### src/rtl/seg_to_hex_decode_de1soc_pkg.sv
// rtl/seg_to_hex_decode_de1soc_pkg.sv - glyph constants, types and decode helper for the display monitor
package seg_decode_pkg;

    // Active-high glyph patterns, bit 0 = seg a ... bit 6 = seg g
    localparam logic [6:0] SEG_0     = 7'h3F;
    localparam logic [6:0] SEG_1     = 7'h06;
    localparam logic [6:0] SEG_2     = 7'h5B;
    localparam logic [6:0] SEG_3     = 7'h4F;
    localparam logic [6:0] SEG_4     = 7'h66;
    localparam logic [6:0] SEG_5     = 7'h6D;
    localparam logic [6:0] SEG_6     = 7'h7D;
    localparam logic [6:0] SEG_7     = 7'h07;
    localparam logic [6:0] SEG_8     = 7'h7F;
    localparam logic [6:0] SEG_9     = 7'h6F;
    localparam logic [6:0] SEG_A     = 7'h77;
    localparam logic [6:0] SEG_B     = 7'h7C;
    localparam logic [6:0] SEG_C     = 7'h39;
    localparam logic [6:0] SEG_D     = 7'h5E;
    localparam logic [6:0] SEG_E     = 7'h79;
    localparam logic [6:0] SEG_F     = 7'h71;
    localparam logic [6:0] SEG_BLANK = 7'h00;

    typedef enum logic {IDLE = 1'b0, PEND = 1'b1} mon_state_t;

    typedef struct packed {
        logic [3:0] nibble;
        logic       valid;
        logic       blank;
    } digit_dec_t;

    // Aliased glyphs (O, S, ...) resolve to their hex meaning; anything unrecognised is all-zero
    function automatic digit_dec_t decode_glyph(input logic [6:0] p);
        digit_dec_t d;
        d = '{nibble: 4'h0, valid: 1'b0, blank: 1'b0};
        case (p)
            SEG_0:     begin d.nibble = 4'h0; d.valid = 1'b1; end
            SEG_1:     begin d.nibble = 4'h1; d.valid = 1'b1; end
            SEG_2:     begin d.nibble = 4'h2; d.valid = 1'b1; end
            SEG_3:     begin d.nibble = 4'h3; d.valid = 1'b1; end
            SEG_4:     begin d.nibble = 4'h4; d.valid = 1'b1; end
            SEG_5:     begin d.nibble = 4'h5; d.valid = 1'b1; end
            SEG_6:     begin d.nibble = 4'h6; d.valid = 1'b1; end
            SEG_7:     begin d.nibble = 4'h7; d.valid = 1'b1; end
            SEG_8:     begin d.nibble = 4'h8; d.valid = 1'b1; end
            SEG_9:     begin d.nibble = 4'h9; d.valid = 1'b1; end
            SEG_A:     begin d.nibble = 4'hA; d.valid = 1'b1; end
            SEG_B:     begin d.nibble = 4'hB; d.valid = 1'b1; end
            SEG_C:     begin d.nibble = 4'hC; d.valid = 1'b1; end
            SEG_D:     begin d.nibble = 4'hD; d.valid = 1'b1; end
            SEG_E:     begin d.nibble = 4'hE; d.valid = 1'b1; end
            SEG_F:     begin d.nibble = 4'hF; d.valid = 1'b1; end
            SEG_BLANK: d.blank = 1'b1;
            default:   d = '{nibble: 4'h0, valid: 1'b0, blank: 1'b0};
        endcase
        return d;
    endfunction

endpackage

### src/rtl/seg_to_hex_decode_de1soc_if.sv
// rtl/seg_to_hex_decode_de1soc_if.sv - decoded frame output bus with valid/ready handshake
interface seg_to_hex_decode_de1soc_if #(
    parameter int NUM_DIGITS = 6
);
    logic [NUM_DIGITS*4-1:0] hex_value_o;
    logic [NUM_DIGITS-1:0]   digit_valid_o;
    logic [NUM_DIGITS-1:0]   digit_blank_o;
    logic                    frame_valid_o;
    logic                    frame_ready_i;

    modport master (
        output hex_value_o,
        output digit_valid_o,
        output digit_blank_o,
        output frame_valid_o,
        input  frame_ready_i
    );

    modport slave (
        input  hex_value_o,
        input  digit_valid_o,
        input  digit_blank_o,
        input  frame_valid_o,
        output frame_ready_i
    );
endinterface

### src/rtl/seg_to_hex_decode_de1soc_filter.sv
// rtl/seg_to_hex_decode_de1soc_filter.sv - per-digit glitch filter and glyph decode
module seg_digit_filter
    import seg_decode_pkg::*;
#(
    parameter int STABLE_CYCLES = 4
) (
    input  logic       clk_i,
    input  logic       rst_n_i,
    input  logic [6:0] seg,
    output logic       stable,
    output logic [6:0] seg_q,
    output digit_dec_t dec
);
    localparam logic [7:0] CNT_MAX = 8'(STABLE_CYCLES - 1);

    logic [7:0] cnt;

    // Sample the slice every edge; count consecutive repeats, saturating at the stability threshold
    always_ff @(posedge clk_i or negedge rst_n_i) begin
        if (!rst_n_i) begin
            seg_q <= '1;
            cnt   <= '0;
        end else begin
            seg_q <= seg;
            if (seg == seg_q) begin
                if (cnt != CNT_MAX) cnt <= cnt + 8'd1;
            end else begin
                cnt <= '0;
            end
        end
    end

    assign stable = (cnt == CNT_MAX);
    assign dec    = decode_glyph(~seg_q);
endmodule

### src/rtl/seg_to_hex_decode_de1soc.sv
// rtl/seg_to_hex_decode_de1soc.sv - 7-segment bus monitor emitting one decoded frame per stable change
module seg_to_hex_decode_de1soc
    import seg_decode_pkg::*;
#(
    parameter int NUM_DIGITS    = 6,
    parameter int STABLE_CYCLES = 4
) (
    input  logic                    clk_i,
    input  logic                    rst_n_i,
    input  logic [NUM_DIGITS*7-1:0] segment_i,
    seg_to_hex_decode_de1soc_if.master mon
);
    logic [NUM_DIGITS-1:0]   stable_vec;
    logic [NUM_DIGITS*7-1:0] seg_q_vec;
    digit_dec_t              dec_arr [NUM_DIGITS];
    logic [NUM_DIGITS*4-1:0] nibble_vec;
    logic [NUM_DIGITS-1:0]   valid_vec;
    logic [NUM_DIGITS-1:0]   blank_vec;

    logic [NUM_DIGITS*7-1:0] last_q;
    logic                    first_q;
    mon_state_t              state_q;
    mon_state_t              state_d;
    logic                    new_frame;
    logic                    commit;

    for (genvar k = 0; k < NUM_DIGITS; k++) begin : g_digit
        seg_digit_filter #(
            .STABLE_CYCLES (STABLE_CYCLES)
        ) u_filter (
            .clk_i   (clk_i),
            .rst_n_i (rst_n_i),
            .seg     (segment_i[7*k +: 7]),
            .stable  (stable_vec[k]),
            .seg_q   (seg_q_vec[7*k +: 7]),
            .dec     (dec_arr[k])
        );
    end

    // Flatten per-digit decode results into frame-wide vectors
    always_comb begin
        nibble_vec = '0;
        valid_vec  = '0;
        blank_vec  = '0;
        for (int k = 0; k < NUM_DIGITS; k++) begin
            nibble_vec[4*k +: 4] = dec_arr[k].nibble;
            valid_vec[k]         = dec_arr[k].valid;
            blank_vec[k]         = dec_arr[k].blank;
        end
    end

    // A frame is worth reporting once everything has settled and it is new (or the first one)
    assign new_frame = (&stable_vec) && (first_q || (seg_q_vec != last_q));

    // State register
    always_ff @(posedge clk_i or negedge rst_n_i) begin
        if (!rst_n_i) state_q <= IDLE;
        else          state_q <= state_d;
    end

    // Next-state: wait for a new stable frame, then hold it until the consumer takes it
    always_comb begin
        state_d = state_q;
        case (state_q)
            IDLE:    if (new_frame)         state_d = PEND;
            PEND:    if (mon.frame_ready_i) state_d = IDLE;
            default: state_d = IDLE;
        endcase
    end

    // Outputs: commit strobe in IDLE, valid while a frame is pending
    always_comb begin
        commit            = (state_q == IDLE) && new_frame;
        mon.frame_valid_o = (state_q == PEND);
    end

    // Frame registers and change-detection snapshot, loaded only on commit
    always_ff @(posedge clk_i or negedge rst_n_i) begin
        if (!rst_n_i) begin
            mon.hex_value_o   <= '0;
            mon.digit_valid_o <= '0;
            mon.digit_blank_o <= '0;
            last_q            <= '0;
            first_q           <= 1'b1;
        end else if (commit) begin
            mon.hex_value_o   <= nibble_vec;
            mon.digit_valid_o <= valid_vec;
            mon.digit_blank_o <= blank_vec;
            last_q            <= seg_q_vec;
            first_q           <= 1'b0;
        end
    end
endmodule

### src/flat_wrapper.sv
// flat-port wrapper written by rule: the top's interface ports become plain ports
module seg_to_hex_decode_de1soc_flat import seg_decode_pkg::*;
#(
    parameter int NUM_DIGITS    = 6,
    parameter int STABLE_CYCLES = 4
)
  (clk_i, rst_n_i, segment_i, mon_hex_value_o, mon_digit_valid_o, mon_digit_blank_o, mon_frame_valid_o, mon_frame_ready_i);
  seg_to_hex_decode_de1soc_if #(.NUM_DIGITS(NUM_DIGITS)) mon_i ();
  input  logic clk_i;
  input  logic rst_n_i;
  input  logic [NUM_DIGITS*7-1:0] segment_i;
  output wire logic [$bits(mon_i.hex_value_o)-1:0] mon_hex_value_o;
  output wire logic [$bits(mon_i.digit_valid_o)-1:0] mon_digit_valid_o;
  output wire logic [$bits(mon_i.digit_blank_o)-1:0] mon_digit_blank_o;
  output wire logic [$bits(mon_i.frame_valid_o)-1:0] mon_frame_valid_o;
  input wire logic [$bits(mon_i.frame_ready_i)-1:0] mon_frame_ready_i;
  assign mon_hex_value_o = mon_i.hex_value_o;
  assign mon_digit_valid_o = mon_i.digit_valid_o;
  assign mon_digit_blank_o = mon_i.digit_blank_o;
  assign mon_frame_valid_o = mon_i.frame_valid_o;
  assign mon_i.frame_ready_i = mon_frame_ready_i;
  seg_to_hex_decode_de1soc #(.NUM_DIGITS(NUM_DIGITS), .STABLE_CYCLES(STABLE_CYCLES)) u_core (.clk_i(clk_i), .rst_n_i(rst_n_i), .segment_i(segment_i), .mon(mon_i));
endmodule
### config.mk
export PLATFORM = sky130hd
export DESIGN_NAME = seg_to_hex_decode_de1soc_flat
export DESIGN_NICKNAME = d
export VERILOG_FILES = /design/src/rtl/seg_to_hex_decode_de1soc_pkg.sv /design/src/rtl/seg_to_hex_decode_de1soc_if.sv /design/src/rtl/seg_to_hex_decode_de1soc_filter.sv /design/src/rtl/seg_to_hex_decode_de1soc.sv /design/src/flat_wrapper.sv
export SDC_FILE = /design/constraint.sdc
export NUM_CORES = 1
export LEC_CHECK = 0
export ABC_AREA = 1
export CORE_UTILIZATION = 40
export DETAILED_ROUTE_END_ITERATION = 6
export PLACE_DENSITY = 0.56
export SKIP_CTS_REPAIR_TIMING = 1
export SYNTH_ARGS = -nofsm -noshare
export SYNTH_HDL_FRONTEND = slang
export SYNTH_SLANG_ARGS = --single-unit
### constraint.sdc
create_clock -name clk_i -period 3.7 [get_ports clk_i]
set_clock_uncertainty 0.05 [all_clocks]
set_input_delay 0.37 -clock clk_i [delete_from_list [all_inputs] [get_ports clk_i]]
set_output_delay 0.37 -clock clk_i [all_outputs]
set_load 0.02 [all_outputs]
==> impl_metrics.csv, run 1 <==
group,metric,value,unit
run_status,outcome,"complete, no violations",
routing,wire_per_inst,12.7,um
finish,num_antenna_cells,0,
global_route,grt-ovfl-total,0,
sta,holdWs,345,ps
pwr,switchingPower,982,uW
synth,total_nets_after_synthesis,1301,
sta,fin_tns_setup,0,ps
global_route,grt_first_pass_wirelength,36300,um
floorplan,die_w,156,um
synth,post-synth-top-count-cell,"nand2_1",
routing,detailedRoute.firstIterationViolations,386,
synth,postSynthAreaPerCell,7.60,sq um
synth,synth.top_cells.by_area,"dfrtp_1, dfstp_2, nand2_1",
synth,yosys_most_used_dff,"dfrtp_1",
place,detailedPlace.worstSlack,978,ps
sta,final_min_period_over_clock_period,72.2,%
synth,synthesis.instances,1250,
finish,layout-area-overhead-vs-synth,16.4,%
floorplan,start_util,40.6,%
routing,detail_route.wirelength.met1,10600,um
sta,max_freq,374,MHz
sta,timing.slew.headroom,58.3,%
synth,synth_seq_area_share,45.4,%
routing,num_vias,7899,
setup_path,criticalPathCategory,"reg2reg",
finish,layout.core_utilization,47.2,%
global_route,initial_antenna_violation_count,0,
clock_network,clock_sinks,170,
finish,non_filler_instance_count_after_layout,1644,
global_route,gr-usage-all-layers,18.5,%
synth,synth_top_area_share,33.5,%
sta,hold_viol,0,
finish,final.fill_count,2334,
pwr,internal_power,2.97,mW
routing,drt_wl_total,20900,um
synth,synth-async-reset-ratio,100,%
place,routabilityCongestion,0.865,
setup_path,critical_path_arrival,2940,ps
setup_path,crit_path_max_fanout,53,
clock_network,clock_tree.root_cell,"clkbuf_16",
floorplan,total_die_area,0.0244,sq mm
sta,period_needed,2670,ps
setup_path,worstSetupEndpointType,"flip-flop",
pwr,p_clk_share,43.2,%
routing,highest_routing_layer_actually_used,"met4",
clock_network,cts_max_path_buffers,2,
clock_network,cts_inserted_buffers,17,
clock_network,h-tree-depth,4,
synth,yosys_register_bits,170,
pwr,total_leakage_power,5.03,nW
routing,routed_via_density,4.80,
floorplan,ioPinCount,82,
sta,setup_viol,0,
finish,final_layout_size_suffix_gt1_share,9.43,%
pwr,peakVddDrop,0.000186,V
synth,synth_edf_count,0,
synth,syn-cell-area,0.00950,sq mm
clock_network,clock_latency,430,ps
pwr,p_seq_share,49.5,%
job,drv.max_cap_violation_count,0,
global_route,pin_count_of_the_biggest_net_entering_global_routing,89,
floorplan,die_y,156,um
clock_network,clock_tree_from_tritoncts,"done",
global_route,grt_pass1_vias,7506,
place,placed_wire_length_estimate,15100,um
synth,synth-warning-count,0,
sta,rsz_0062_raised_after_global_routing,"false",
routing,drt.antenna.violating_nets,0,
floorplan,design.core.area,0.0234,sq mm
synth,synth.distinct_cells,43,
setup_path,worstSetupStartpointType,"flip-flop",
routing,detailroute.wirelength.met3,796,um
routing,wl_met2,9270,um
place,placement.io_buffers,81,
synth,synth_commonest_cells,"nand2_1, inv_1, nor2_1",
sta,timing_max_transition_violations_final,0,
setup_path,cp.required,3970,ps
synth,yosysTopAreaCell,"dfrtp_1",
place,number_of_cells_in_the_design_after_placement,1611,
floorplan,std_cell_rows,56,
sta,worst_slew_pin_slew,626,ps
clock_network,clk_transition_reported_paths,60,ps
routing,drc,0,
sta,postLayoutSetupSlackWorst,1030,ps
pwr,power.density_cell_area,357,mW/mm^2
routing,detail_route.first_pass.iterations,5,
pwr,gate_power_share,7.3,%
pwr,p_sw_share,24.9,%
worst_hold_path,hold_path.class,"in2reg",
finish,fin_nets,1363,
-- critical path, stage by stage (launching register included) --
cell     delay, ps
dfstp_2        610
inv_1          100
nand2_1         60
nand2_1         50
inv_1           40
nand2_1         40
nor2_1         160
nand2_1        130
nor2_2         160
nand3_4        270
nand2_4        170
buf_4          470
nand2_1        110
nand2_1         80
inv_1           30
-- cells by family after synthesis --
kind of cell / Yosys count / share of synthesized area (%)
adder cells (fa/ha/maj): 6 / 0.790
AO/OA/AOI/OAI: 134 / 7.83
multiplexers: 1 / 0.105
flip-flops: 170 / 45.4
XOR/XNOR: 58 / 5.35
AND/OR/NAND/NOR: 666 / 30.8
buffers and inverters: 215 / 9.80
-- state kept, by name, summed over array words and instances (netlist names) --
signal                         cells
u_core.first_q                     1
u_core.g_digit.u_filter.cnt       48
u_core.g_digit.u_filter.seg_q     42
u_core.last_q                     42
u_core.mon.digit_blank_o           6
u_core.mon.digit_valid_o           6
u_core.mon.frame_valid_o           1
u_core.mon.hex_value_o            24
-- placed cells by master (no fill, tap or decap), types with 3 or more instances in the layout --
master	n
nand2_2	6
a31oi_1	4
or2_2	7
nand3b_1	7
o21ai_1	50
o22ai_1	3
clkdlybuf4s50_1	80
clkinv_2	3
nor3b_1	4
a21oi_1	31
nor3_1	59
clkbuf_16	17
inv_1	156
nand4_1	30
buf_4	3
nor4_1	3
dfstp_2	43
dfrtp_1	127
clkinv_1	3
nor2_1	144
ha_1	6
clkinvlp_4	3
o21ai_2	13
xnor2_1	35
inv_2	12
o21ai_0	27
nand2_1	294
xor2_1	23
nand3_1	103
clkinv_4	4
-- stage by stage --
step,area [sq um],power (mW)
after CTS,11000,4.02
final,11100,3.95
after global routing,11100,4.15
after detailed placement,10500,2.28
after floorplan,9500,2.14
after global placement,10500,2.28
-- path summary, 6_finish.rpt --
path | from | end | slack [ps] | cells after the start
max reg2reg | u_core.g_digit[2].u_filter.seg_q[3] | u_core.mon.hex_value_o[0] | 1030 | 14
min reg2reg | u_core.mon.hex_value_o[5] | u_core.mon.hex_value_o[5] | 420 | 2
max | u_core.g_digit[2].u_filter.seg_q[3] | u_core.mon.hex_value_o[0] | 1030 | 14
max in group asynchronous | rst_n_i | u_core.g_digit[2].u_filter.seg_q[5] | 2310 | 3
min in group asynchronous | rst_n_i | u_core.mon.hex_value_o[5] | 460 | 2
min | segment_i[20] | u_core.g_digit[2].u_filter.seg_q[6] | 350 | 1
-- layout make-up --
type	count	area, sq um	share of cell area [%]
multi-input combinational	865	4260	38.5
sequential	170	4310	39.0
tap	319	399	3.61
timing repair buffer	87	885	8.00
clock inverter	13	120	1.09
clock buffer	19	443	4.01
inverter	171	642	5.81
-- routing by layer --
metal  GRT usage (%)  up-vias
met1            26.2     3623
met5               0        -
li1                -     4109
met2            28.8      154
met3            3.83       13
met4            4.06        0
-- power by group through the flow --
stage               combinational, mW  clock (mW)  sequential [mW]
floorplan                       0.188           0             1.95
global placement                0.291           0             1.99
detailed placement              0.289           0             1.99
CTS                             0.291        1.78             1.95
global route                    0.330        1.86             1.96
finish                          0.287        1.71             1.96
Note: power is estimated with default switching activity, not from simulation.
==> run 2, diff against run 1 <==
Clock period 3.7 ns to 2.6 ns, I/O delays scaled along.
==> run 2 against run 1 <==
Against the previous run:
- worst setup slack worse by 620 ps
- register-to-register slack worse by 620 ps
- sequential power up 42%
- largest power group is now clock
- global-route usage up 0.51 points
- highest routed layer unchanged
- worst hold slack worse by 120 ps
- maximum frequency up 22%
- sequential share of layout area down 0.54 points
- combinational power up 44%
- core utilization up 0.66 points
- die area unchanged
- total power up 51%
==> impl_metrics.csv, run 2 (same netlist as run 1, synthesis figures left out) <==
group,metric,value,unit
setup_path,crit_path_start,"u_core.g_digit[1].u_filter.cnt[0]",
clock_network,clock_sinks,170,
sta,timing.slew.headroom,60.5,%
finish,most-common-layout-cells,"nand2_1, inv_1, nor2_1, dfrtp_1, nand3_1",
global_route,initial_antenna_violation_count,0,
sta,worst_slew_pin_slew,588,ps
setup_path,slowest_stage,"dfrtp_1",
routing,wire_per_inst,13.0,um
floorplan,std_cell_rows,56,
setup_path,worst_path_most_repeated_cell,"inv_1",
routing,drt_wl_total,21400,um
global_route,grt-ovfl-total,0,
sta,final_min_period_over_clock_period,84.3,%
finish,num_antenna_cells,0,
floorplan,die_y,156,um
finish,fin_nets,1368,
job,drv.max_cap_violation_count,0,
worst_hold_path,holdCritStartpoint,"segment_i[31]",
setup_path,worst_path_largest_cell_delay,380,ps
routing,num_vias,7915,
clock_network,clk_transition_reported_paths,70,ps
routing,drt.antenna.violating_nets,0,
sta,max_freq,456,MHz
global_route,pin_count_of_the_biggest_net_entering_global_routing,52,
sta,timing_max_transition_violations_final,0,
global_route,gr-usage-all-layers,19.0,%
finish,number_of_flip_flops_under_the_largest_register_name,48,
floorplan,design.core.area,0.0234,sq mm
routing,detail_route.first_pass.iterations,6,
routing,detailedRoute.firstIterationViolations,365,
sta,hold_viol,0,
place,placed_wire_length_estimate,15800,um
place,placement.io_buffers,81,
floorplan,die_w,156,um
clock_network,h-tree-depth,4,
clock_network,cts_max_path_buffers,2,
pwr,total_leakage_power,5.11,nW
setup_path,worstSetupEndpointType,"flip-flop",
worst_hold_path,hold_path.class,"in2reg",
pwr,peakVddDrop,0.000378,V
setup_path,cp_cell_sequence,"ha_1, inv_1, nor2_1, nand4_1, nor2_4, nand2_2, nor2_8, buf_4, nand3_1, nand2_1, inv_1",
place,cell_area_after_placement,0.0106,sq mm
floorplan,total_die_area,0.0244,sq mm
clock_network,cts_inserted_buffers,17,
setup_path,cp.required,2870,ps
pwr,report.power.total,5.99,mW
setup_path,timing.rr.start,"u_core.g_digit[1].u_filter.cnt[0]",
routing,drc,0,
routing,routed_via_density,4.80,
setup_path,critical_path_arrival,2460,ps
place,routabilityCongestion,0.890,
setup_path,crit_path_max_fanout,12,
pwr,power.density_cell_area,534,mW/mm^2
finish,layout_commonest_cell,"nand2_1",
sta,setup_viol,0,
finish,layout.cell_area.non_filler,0.0112,sq mm
finish,largest_reg_by_ff_count,"u_core.g_digit.u_filter.cnt",
clock_network,clock_tree.root_cell,"clkbuf_16",
sta,rsz_0062_raised_after_global_routing,"false",
run_status,outcome,"complete, no violations",
global_route,grt_first_pass_wirelength,37100,um
sta,period_needed,2190,ps
finish,reg.largest.list,"u_core.g_digit.u_filter.cnt: 48 flops, u_core.g_digit.u_filter.seg_q: 42 flops, u_core.last_q: 42 flops",
finish,final_layout_size_suffix_gt1_share,9.70,%
sta,fin_tns_setup,0,ps
clock_network,clock_tree_from_tritoncts,"done",
floorplan,start_util,40.6,%
floorplan,ioPinCount,82,
finish,layout-area-overhead-vs-synth,18.0,%
setup_path,worstSetupStartpointType,"flip-flop",
clock_network,clock_latency,430,ps
global_route,grt_pass1_vias,7649,
setup_path,criticalPathCategory,"reg2reg",
-- run 2: cell types whose count changed in the layout (fill, tap and decap cells not counted), sizes merged --
cell | before | now
inv | 170 | 168
clkinv | 10 | 7
buf | 6 | 11
clkbuf | 19 | 20
bufinv | 1 | 5
-- run 2: layer usage --
metal / track usage, % / vias to the layer above / share of wire (%)
met5: 0 / - / 0
met4: 3.92 / 0 / 0.76
met3: 3.50 / 13 / 3.7
met2: 30.6 / 154 / 45
met1: 26.5 / 3622 / 51
li1: - / 4126 / -
-- run 2: final timing paths --
| kind | end | slack, ps | cells past startpoint |
|---|---|---|---|
| setup / recovery | u_core.mon.hex_value_o[12] | 410 | 11 |
| hold / removal | u_core.g_digit[4].u_filter.seg_q[3] | 230 | 1 |
| setup reg to reg | u_core.mon.hex_value_o[12] | 410 | 11 |
| hold reg to reg | u_core.mon.hex_value_o[5] | 430 | 2 |
| max in group asynchronous | u_core.g_digit[2].u_filter.seg_q[4] | 1490 | 3 |
| min in group asynchronous | u_core.last_q[8] | 260 | 2 |
-- run 2: final cells by class --
type,count,area [sq um]
clock buffer,20,447
clock inverter,12,196
fill,2374,12200
inverter,171,642
multi-input combinational,865,4260
sequential,170,4310
tap,319,399
timing repair buffer,92,960
-- run 2: power by group --
part	leakage [nW]	switching (mW)	internal, mW
Sequential	2.23	0.0736	2.71
Clock	0.306	1.06	1.73
Combinational	2.57	0.245	0.169
Total	5.11	1.38	4.61
-- run 2: critical path: cells and delay by family, from the launching register on --
family	cells	cell delay, ps
adders and majority gates	1	180
buffers and inverters	3	370
DFF	1	380
and+or+nand+nor	7	1120
-- run 2: metrics by stage --
step           hold slack [ps]  setup slack, ps  cells  utilization, %
6_report                   226              409   1649            47.9
5_1_grt                    215              261   1649            47.9
4_1_cts                   -315              363   1648            47.9
3_5_place_dp               144              389   1616            45.1
3_3_place_gp               146              427   1616            45.1
2_1_floorplan            -85.6              602   1250               -
==> run 3, diff against run 2 <==
Clock period 2.6 ns to 2.1 ns, I/O delays scaled along.
==> run 3 against run 2 <==
Against the previous run:
- sequential cell count unchanged
- critical path depth decreased by 3
- core utilization increased by 2.8 points
- die area unchanged
- total power increased by 19%
- via count increased by 5.0%
- cell count increased by 3.6%
- sequential share of layout area decreased by 2.1 points
- non-clock buffer count increased by 58
- final area increased by 5.9%
- clock power increased by 11%
- register-to-register slack got worse by 340 ps
- critical path type unchanged
- largest cell class is now multi-input combinational cells
==> impl_metrics.csv, run 3 (same netlist as run 1, synthesis figures left out) <==
group,metric,value,unit
clock_network,h-tree-depth,4,
setup_path,criticalPathCategory,"reg2reg",
routing,drt_wl_total,24000,um
routing,highest_routing_layer_actually_used,"met4",
global_route,grt-ovfl-total,0,
finish,number_of_flip_flops_under_the_largest_register_name,48,
clock_network,clock_tree.root_cell,"clkbuf_16",
routing,detailedRoute.firstIterationViolations,411,
floorplan,total_die_area,0.0244,sq mm
floorplan,die_y,156,um
global_route,initial_antenna_violation_count,0,
setup_path,worstSetupStartpointType,"flip-flop",
routing,wl_met2,10900,um
sta,period_needed,2030,ps
setup_path,cp.required,2360,ps
run_status,outcome,"complete, no violations",
finish,most-common-layout-cells,"nand2_1, inv_1, nor2_1, dfrtp_1, nand3_1",
place,routabilityCongestion,0.906,
floorplan,std_cell_rows,56,
sta,setup_viol,0,
finish,final.fill_count,2314,
finish,non_filler_instance_count_after_layout,1708,
place,placed_wire_length_estimate,16700,um
floorplan,ioPinCount,82,
clock_network,clock_tree_from_tritoncts,"done",
global_route,pin_count_of_the_biggest_net_entering_global_routing,50,
sta,worst_slew_pin_slew,576,ps
clock_network,clock_sinks,170,
routing,drc,0,
global_route,grt_pass1_vias,7639,
sta,final_min_period_over_clock_period,96.6,%
worst_hold_path,hold_path.class,"in2reg",
floorplan,die_w,156,um
routing,detailroute.wirelength.met3,900,um
routing,wire_per_inst,14.0,um
clock_network,clk_transition_reported_paths,70,ps
clock_network,clock_latency,430,ps
sta,timing.slew.headroom,61.3,%
setup_path,critical_path_arrival,2290,ps
finish,layout-area-overhead-vs-synth,25.0,%
clock_network,cts_inserted_buffers,17,
sta,hold_viol,0,
pwr,report.power.total,7.13,mW
sta,rsz_0062_raised_after_global_routing,"true",
sta,timing_max_transition_violations_final,0,
finish,final_layout_size_suffix_gt1_share,16.6,%
place,number_of_cells_in_the_design_after_placement,1661,
floorplan,design.core.area,0.0234,sq mm
pwr,total_leakage_power,5.45,nW
worst_hold_path,min_delay_path_depth,1,
finish,largest_reg_by_ff_count,"u_core.g_digit.u_filter.cnt",
routing,routed_via_density,4.87,
setup_path,worst-r2r-cell-count,8,
setup_path,crit_path_max_fanout,20,
global_route,gr-usage-all-layers,19.5,%
global_route,grt_first_pass_wirelength,37500,um
finish,num_antenna_cells,0,
finish,layout_commonest_cell,"nand2_1",
pwr,peakVddDrop,0.000453,V
clock_network,cts_max_path_buffers,2,
routing,detail_route.wirelength.met1,11900,um
sta,max_freq,493,MHz
finish,reg.largest.list,"u_core.g_digit.u_filter.cnt: 48 flops, u_core.g_digit.u_filter.seg_q: 42 flops, u_core.last_q: 42 flops",
routing,drt.antenna.violating_nets,0,
floorplan,start_util,40.6,%
routing,num_vias,8313,
setup_path,worstSetupEndpointType,"flip-flop",
finish,fin_nets,1427,
routing,detail_route.first_pass.iterations,5,
job,drv.max_cap_violation_count,0,
place,placement.io_buffers,81,
pwr,power.density_cell_area,601,mW/mm^2
## run 3: stage by stage
| stage | setup WS (ps) | instance area, sq um | utilization [%] | hold WS [ps] | TNS [ps] |
|---|---|---|---|---|---|
| detailed placement | -14.6 | 10900 | 46.6 | 127 | -14.7 |
| finish | 72.1 | 11900 | 50.7 | 180 | 0 |
| floorplan | 102 | 9500 | - | -136 | 0 |
| global placement | 5.50 | 10900 | 46.6 | 121 | 0 |
| global route | -70.7 | 11900 | 50.7 | 167 | -2070 |
| CTS | -32.3 | 11500 | 49.1 | -342 | -76.0 |
## run 3: worst max-delay path: stages, from the launching register on
cell and delay, ps:
dfrtp_1 390, ha_2 200, nor3b_4 240, nand4_1 270, nor2_8 250, nand2_8 150, clkbuf_16 230, nand2_1 70
o21ai_1 50
## run 3: worst paths after layout
| check | start | slack [ps] | end |
|---|---|---|---|
| setup / recovery | u_core.g_digit[3].u_filter.cnt[0] | 70 | u_core.mon.hex_value_o[7] |
| hold / removal | segment_i[22] | 180 | u_core.g_digit[3].u_filter.seg_q[1] |
| setup reg to reg | u_core.g_digit[3].u_filter.cnt[0] | 70 | u_core.mon.hex_value_o[7] |
| hold reg to reg | u_core.mon.hex_value_o[17] | 420 | u_core.mon.hex_value_o[17] |
| max in group asynchronous | rst_n_i | 970 | u_core.g_digit[5].u_filter.seg_q[2] |
| min in group asynchronous | rst_n_i | 220 | u_core.mon.hex_value_o[5] |
## run 3: where the power goes
group          internal, mW  switching [mW]  total, mW  leakage (nW)
clock                  1.71            1.38       3.10         0.267
combinational         0.263           0.375      0.638          2.96
sequential             3.35          0.0439       3.40          2.23
total                  5.33            1.80       7.13          5.45
## run 3: final cells by class
class	instances	area, sq um	area share (%)
Inverter	171	642	5.41
Clock buffer	21	460	3.88
Tap cell	319	399	3.36
Multi-Input combinational cell	866	4410	37.1
Clock inverter	11	113	0.948
Timing Repair Buffer	150	1550	13.0
Sequential cell	170	4310	36.3
## run 3: metal layers
metal  up-vias  global-route usage [%]
li1       4243                       -
met1      3866                    28.3
met2       180                    29.8
met3        24                    3.19
met4         0                    5.51
met5         -                       0
